`src/rtl/rr_arbiter8.sv`:
```
// Eight-way round-robin arbiter with bounded grant hold time.
// Grants are registered one-hot; every release inserts one idle cycle.
module rr_arbiter8 #(
  parameter int unsigned HOLD_LIMIT = 16
) (
  input  logic       clk,
  input  logic       rst_n,
  input  logic [7:0] req,
  input  logic       done,
  output logic [7:0] grant,
  output logic       busy,
  output logic       timeout
);

  typedef enum logic {
    IDLE,
    GRANT
  } state_e;

  state_e     state_q, state_d;
  logic [7:0] grant_q, grant_d;
  logic       busy_q, busy_d;
  logic       timeout_q, timeout_d;
  logic [2:0] ptr_q, ptr_d;
  logic [2:0] owner_q, owner_d;
  logic [7:0] cnt_q, cnt_d;

  logic [2:0] pick;
  logic [2:0] idx;
  logic       found;
  logic       own_req;
  logic       limit_hit;
  logic       release_now;

  // Scan from ptr upward, wrapping mod 8; first hit wins.
  always_comb begin
    pick  = '0;
    idx   = '0;
    found = 1'b0;
    for (int i = 0; i < 8; i++) begin
      idx = ptr_q + 3'(i);
      if (!found && req[idx]) begin
        found = 1'b1;
        pick  = idx;
      end
    end
  end

  assign own_req     = req[owner_q];
  assign limit_hit   = (cnt_q == 8'(HOLD_LIMIT - 1));
  assign release_now = done || !own_req || limit_hit;

  always_comb begin
    state_d   = state_q;
    grant_d   = grant_q;
    busy_d    = busy_q;
    timeout_d = 1'b0;
    ptr_d     = ptr_q;
    owner_d   = owner_q;
    cnt_d     = cnt_q;
    unique case (state_q)
      IDLE: begin
        grant_d = '0;
        busy_d  = 1'b0;
        if (found) begin
          grant_d = 8'(1) << pick;
          busy_d  = 1'b1;
          cnt_d   = '0;
          owner_d = pick;
          state_d = GRANT;
        end
      end
      GRANT: begin
        if (release_now) begin
          grant_d   = '0;
          busy_d    = 1'b0;
          ptr_d     = owner_q + 3'd1;
          state_d   = IDLE;
          // Timeout only when the hold limit alone forced release.
          timeout_d = limit_hit && !done && own_req;
        end else begin
          cnt_d = cnt_q + 8'd1;
        end
      end
      default: begin
        state_d = IDLE;
        grant_d = '0;
        busy_d  = 1'b0;
      end
    endcase
  end

  always_ff @(posedge clk) begin
    if (!rst_n) begin
      state_q   <= IDLE;
      grant_q   <= '0;
      busy_q    <= 1'b0;
      timeout_q <= 1'b0;
      ptr_q     <= '0;
      owner_q   <= '0;
      cnt_q     <= '0;
    end else begin
      state_q   <= state_d;
      grant_q   <= grant_d;
      busy_q    <= busy_d;
      timeout_q <= timeout_d;
      ptr_q     <= ptr_d;
      owner_q   <= owner_d;
      cnt_q     <= cnt_d;
    end
  end

  assign grant   = grant_q;
  assign busy    = busy_q;
  assign timeout = timeout_q;

endmodule

```
`config.mk`:
```
export PLATFORM = sky130hd
export DESIGN_NAME = rr_arbiter8
export DESIGN_NICKNAME = d
export VERILOG_FILES = /design/src/rtl/rr_arbiter8.sv
export SDC_FILE = /design/constraint.sdc
export NUM_CORES = 1
export LEC_CHECK = 0
export ABC_CLOCK_PERIOD_IN_PS = 4400
export CAP_MARGIN = 20
export CORE_MARGIN = 10
export CORE_UTILIZATION = 55
export CTS_BUF_LIST = sky130_fd_sc_hd__clkbuf_16
export DETAILED_ROUTE_END_ITERATION = 6
export GPL_TIMING_DRIVEN = 0
export HOLD_SLACK_MARGIN = 0.15
export PLACE_DENSITY = 0.78
export SLEW_MARGIN = 10
export SYNTH_ARGS = -nofsm -noshare
export SYNTH_HDL_FRONTEND = slang
export SYNTH_SLANG_ARGS = --single-unit
```
`constraint.sdc`:
```
create_clock -name clk -period 4.4 [get_ports clk]
set_input_delay 1.32 -clock clk [delete_from_list [all_inputs] [get_ports clk]]
set_output_delay 1.32 -clock clk [all_outputs]
set_load 0.02 [all_outputs]
```
==> results.json <==
{
  "drt_iter0_drc": 153,
  "area_delta_synth_final_pct": 16.6,
  "synth-async-reset-ratio": 0,
  "p_leak_nw": 0.854,
  "hpwl_um": 3790,
  "drive_gt1_frac": 0.134,
  "crit_path_start_kind": "primary input",
  "num_io_pins": 21,
  "routed_wl_um": 4960,
  "ys_seq_elements": 25,
  "synth_xor_xnor_area_share": 0.0428,
  "initial_utilization": 0.563,
  "core_area_mm2": 0.00363,
  "min_period_ps": 4120,
  "comb_power_share": 0.482,
  "cts_made_buffers": 3,
  "gp_congestion": 0.884,
  "clockRootBuffer": "clkbuf_16",
  "p_total_mw": 0.882,
  "syn_area_mm2": 0.00204,
  "yosys-mux-area-fraction": 0.267,
  "portBuffers": 20,
  "max_freq_mhz": 243,
  "clk_pin_slew_ps": 60,
  "arrival_ps": 4260,
  "antenna_found_initial": 0,
  "drv_cap": 0,
  "internal-power_mw": 0.560,
  "syn_inst": 223,
  "p_seq_frac": 0.297,
  "final-hold-violation-count": 0,
  "rows": 22,
  "slew-limit-headroom": 0.516,
  "fin_skew_ps": 2.97,
  "synthAdderAreaFrac": 0.0245,
  "insertedDiodeCount": 0,
  "routed_via_density": 6.29,
  "firstDrtPassIters": 4,
  "grt_pass1_vias": 1774,
  "final_max_slew_viol_count": 0,
  "postRouteAntennaNets": 0,
  "cts_hold_buf": 0,
  "p_per_area_mw_per_mm2": 370,
  "synth_top_family_by_area": "multiplexers",
  "worstHoldPathCells": 2,
  "synth_ff_type": "dfxtp_1",
  "slowest_stage": "clkdlybuf4s50_1",
  "pre_cts_slack_ps": 46.2,
  "fp.dieW_um": 81.0,
  "grt_pass1_wl_um": 8490,
  "final_nets": 263,
  "syn_area_per_cell_um2": 9.17,
  "drc": 0,
  "cts_num_sinks": 25,
  "hold_path.class": "flop to flop",
  "ys_seq_area_frac": 0.245,
  "power_switching_mw": 0.322,
  "ys_types": 48,
  "grt_max_degree": 14,
  "cts_tree": "built",
  "ir_drop_mv": 0.345,
  "crit_chain": "clkdlybuf4s50_1, mux2_1, mux4_2, o32ai_4, nand2_2, or4_4, and4_4, o41ai_1",
  "clock_latency_ps": 250,
  "rsz0062_at_grt": "no",
  "setup_viol": 0,
  "clk_path_buf_depth": 2,
  "switching_share": 0.365,
  "grtUsageTotal": 0.158,
  "overflow": 0,
  "finalWorstSetupSlack_ps": 284,
  "setup_total_negative_slack_ps": 0,
  "synth_compound_gate_area_share": 0.174,
  "r2r_cells": 13,
  "fin_crit_sh": 0.935,
  "tightest_slew_ps": 716,
  "die_h_um": 81.0,
  "cts_setup_buffers": 0,
  "yosys.area_share.simple": 0.211,
  "slowest_delay_ps": 550,
  "fill_cells": 300,
  "critPathKind": "primary input to flop",
  "cp-end-kind": "flop",
  "crit_fanout": 8,
  "clkPwrFrac": 0.220,
  "htree_levels": 1,
  "yosysWarnings": 0,
  "vias": 1856,
  "avgRoutedWirePerCell_um": 16.8,
  "cts-resized-gates": 0,
  "synth_nets": 238,
  "die_area_mm2": 0.00656,
  "worstPathRequired_ps": 4550,
  "synth-edff-count": 0,
  "status": "finished, final reports clean"
}
==> registers in the layout, indices dropped and copies added, names as in the netlist <==
name / cells
cnt_q: 8
grant: 8
timeout: 1
ptr_q: 3
busy: 1
owner_q: 3
state_q: 1
==> metal layers <==
metal | wire, µm | global-route usage | vias to the layer above | share of wire
met3 | 306 | 0.0331 | 6 | 0.062
met5 | 0 | 0 | - | 0
met2 | 2360 | 0.248 | 55 | 0.48
li1 | - | - | 905 | -
met1 | 2250 | 0.219 | 890 | 0.45
met4 | 41 | 0.0294 | 0 | 0.0083
==> cell families (layout without fill, tap and decap cells) <==
| family | after synthesis | in the layout |
|---|---|---|
| AO/OA/AOI/OAI | 46 | 46 |
| XOR/XNOR | 10 | 10 |
| adder cells (fa/ha/maj) | 4 | 4 |
| buffers and inverters | 16 | 40 |
| flip-flops | 25 | 25 |
| multiplexers | 36 | 36 |
| AND/OR/NAND/NOR | 86 | 86 |
==> synthesized netlist by cell type (2+ instances only) <==
master	n	share of area
and2_1	6	0.018
xnor2_1	2	0.0086
and3_1	6	0.018
a31oi_1	2	0.0061
nor4_1	2	0.0061
nor3_1	5	0.012
a21oi_1	10	0.024
clkbuf_1	2	0.0037
dfxtp_1	25	0.24
buf_2	4	0.0098
o21ai_0	4	0.0098
a211oi_1	2	0.0073
o2111ai_1	5	0.021
o211ai_1	2	0.0073
xor2_1	8	0.034
ha_1	4	0.024
o41ai_1	9	0.039
nand4_1	2	0.0061
a31o_2	2	0.0086
nand2_1	20	0.037
nor2b_1	7	0.021
a21o_1	2	0.0073
inv_1	5	0.0092
mux2_1	4	0.022
nand2b_1	4	0.012
nor2_1	23	0.042
mux4_2	14	0.15
buf_1	3	0.0055
mux2i_1	14	0.069
nand3_1	4	0.0098
mux2_2	4	0.022
==> path summary, 6_finish.rpt <==
kind / start / endpoint / slack (ps)
setup / recovery: req[7] / grant[1] / 280
hold / removal: grant[4] / grant[4] / 450
setup reg to reg: ptr_q[1] / cnt_q[2] / 630
hold reg to reg: grant[4] / grant[4] / 450
==> cells in the final DEF, fill, tap and decap left out, types with 3 or more instances in the layout <==
cell and instances:
o2111ai_1 5, a21oi_1 10, nand2b_1 4, dfxtp_1 25, o21ai_0 4, clkbuf_16 3, mux4_2 14, xor2_1 8
mux2_2 4, buf_1 3, mux2_1 4, and2_1 6, buf_2 4, nor3_1 5, mux2i_1 14, clkdlybuf4s50_1 20
nor2_1 23, o41ai_1 9, nor2b_1 7, inv_1 6, ha_1 4, and3_1 6, nand2_1 20, nand3_1 4
==> power by group through the flow <==
stage	clock (mW)	sequential (mW)	combinational, mW
after floorplan	0	0.276	0.308
after global placement	0	0.267	0.413
after detailed placement	0	0.268	0.419
after CTS	0.198	0.263	0.421
after global routing	0.211	0.266	0.462
final	0.195	0.262	0.426
==> critical path: cells and delay by family <==
kind | cells | cell delay (ps)
muxes | 2 | 900
buffers and inverters | 1 | 550
and+or+nand+nor | 3 | 850
AOI/OAI and AO/OA | 2 | 640
==> layout make-up <==
cell class,count,area (µm²),area share
multi-input cells,182,1470,0.617
well taps,48,60.1,0.0252
repair buffers,20,200,0.0840
plain buffers,10,50.0,0.0210
flip-flops and latches,25,500,0.210
inverters,6,22.5,0.00945
clock buffers,3,75.1,0.0315
clock inverters,1,3.75,0.00157
==> per-stage QoR <==
stage | area (µm²) | hold slack [ps] | utilization | instances
floorplan | 2040 | 435 | - | 223
global placement | 2300 | 436 | 0.634 | 291
detailed placement | 2300 | 441 | 0.634 | 291
CTS | 2380 | 456 | 0.656 | 295
global route | 2380 | 471 | 0.656 | 295
finish | 2380 | 452 | 0.656 | 295
(Power assumes the default switching activity.)
==> RTL change (config.mk and constraints unchanged) <==
Reset style: asynchronous (`rst_n`), changed in one clocked block.
--- a/src/rtl/rr_arbiter8.sv
+++ b/src/rtl/rr_arbiter8.sv
@@ -90,7 +90,7 @@
     endcase
   end
 
-  always_ff @(posedge clk) begin
+  always_ff @(posedge clk or negedge rst_n) begin
     if (!rst_n) begin
       state_q   <= IDLE;
       grant_q   <= '0;
Function: differs if rst_n is asserted again (counterexample within 4 cycles, from zero or initial values and one cycle with rst_n low); with rst_n held inactive, the same outputs for 10 cycles.
==> RTL change against the original RTL <==
  * Wire length shrank 0.79%
  * Design area rose by 3.4%
  * Worst setup slack better by 0.23 ns
  * Die area rose by 3.0%
  * Synthesized cell count fell by 8.1%
  * Area after synthesis increased by 4.0%
  * Sequential cell count unchanged
  * Critical endpoint is now grant[5]$_DFFE_PN0P_
  * Largest cell class unchanged
Power is not compared: it rests on default switching activity, and its combinational part moved more than twofold at a synthesized area within 25%.
==> RTL change: results (changes against the original RTL) <==
The count of different cell masters after synthesis is 50 (+4.2%). The startpoint identified for the worst hold timing path is grant[7]$_DFFE_PN0P_. The wire length of the first global-routing pass came out at 8240 um (-3.0%). The worst setup timing slack at the placement stage came out at 0.311 ns (+0.265 ns).

The startpoint of the worst setup timing path is req[0]. The initial detailed-routing violation count was 159 (+3.9%). The delay of the slowest cell on the worst path came out at 0.65 ns (+0.10 ns). From synthesis to final layout, the design area changed by 15.9%. Ranked by total cell area, the synthesized netlist is headed by sky130_fd_sc_hd__dfrtp_1 29%, sky130_fd_sc_hd__mux4_2 17%, sky130_fd_sc_hd__mux2_2 4.2%, sky130_fd_sc_hd__mux2i_1 3.8%, sky130_fd_sc_hd__nand2_1 3.7%. The aggregate global-route resource usage came out at 15.2% (-0.59 points). The placed instance count is 273 (-6.2%).

The instance area at placement came out at 2390 um2 (+3.5%). The fraction of final layout cells with drive strength greater than 1 is 20.1% (+6.7 points). The relative max-transition margin came out at 49.0% (-2.6 points).

After synthesis, the most frequently instantiated cells are 25 x sky130_fd_sc_hd__dfrtp_1, 21 x sky130_fd_sc_hd__nand2_1, 19 x sky130_fd_sc_hd__nor2_1, 16 x sky130_fd_sc_hd__mux4_2. The net count of the mapped netlist came out at 220 (-7.6%). The xor and xnor fraction of the mapped netlist area came to 4.47% (+0.19 points).

The total half-perimeter wirelength after legalization and detailed placement came out at 3740 um (-1.3%). The weighted congestion at the end of routability-driven global placement is 0.913 (+3.3%). The fraction of synthesis flops using an asynchronous set or reset pin came to 100% (+100 points). The number of nets at the end of the flow came to 245 (-6.8%).

The fraction of the mapped netlist area in compound gates is 17.2% (-0.26 points). The launch point of the worst reg-to-reg path is ptr_q[1]$_DFFE_PN0P_. In the synthesized netlist the dominant register cell turns out to be sky130_fd_sc_hd__dfrtp_1. The final-layout fill cell count came out at 319 (+6.3%).

The synthesized netlist cell count was 205 (-8.1%). The flow ran to the end, and the final reports show no timing, DRC or antenna violations.
-- RTL change: cell types whose count changed after synthesis, moves of 5 or more --
| cell | delta |
|---|---|
| sky130_fd_sc_hd__dfrtp_1 | +25 |
| sky130_fd_sc_hd__dfxtp_1 | -25 |
| sky130_fd_sc_hd__mux2i_1 | -6 |
| sky130_fd_sc_hd__o2111ai_1 | -5 |
| sky130_fd_sc_hd__o31ai_1 | +6 |
| sky130_fd_sc_hd__o41ai_1 | -9 |
-- RTL change: layout make-up --
class | count | area share [%]
Multi-Input combinational cell | 164 | 57.7
Sequential cell | 25 | 25.4
Timing Repair Buffer | 20 | 7.92
Clock buffer | 3 | 3.05
Tap cell | 48 | 2.44
Buffer | 8 | 1.93
Inverter | 8 | 1.22
Clock inverter | 1 | 0.305
-- RTL change: path summary, 6_finish.rpt --
check / slack [ns] / depth (start not counted) / to
max in group asynchronous: 2.99 / 1 / ptr_q[0]$_DFFE_PN0P_
worst max register to register: 0.65 / 11 / grant[2]$_DFFE_PN0P_
worst min register to register: 0.48 / 2 / grant[7]$_DFFE_PN0P_
worst max-delay path: 0.51 / 8 / grant[5]$_DFFE_PN0P_
worst min-delay path: 0.48 / 2 / grant[7]$_DFFE_PN0P_
min in group asynchronous: 1.04 / 1 / grant[5]$_DFFE_PN0P_
-- RTL change: metal layers --
layer | up-vias | wire (um) | GRT usage, %
met4 | 0 | 29 | 3.57
met1 | 841 | 2330 | 20.9
met2 | 59 | 2230 | 23.9
met3 | 4 | 334 | 3.35
met5 | - | 0 | 0
li1 | 840 | - | -
-- RTL change: tightest hold or removal path: cells and delay by family (launching register included) --
family / cells / cell delay [ns]
AO/OA/AOI/OAI: 1 / 0.05
flip-flops: 1 / 0.34
AND/OR/NAND/NOR: 1 / 0.05
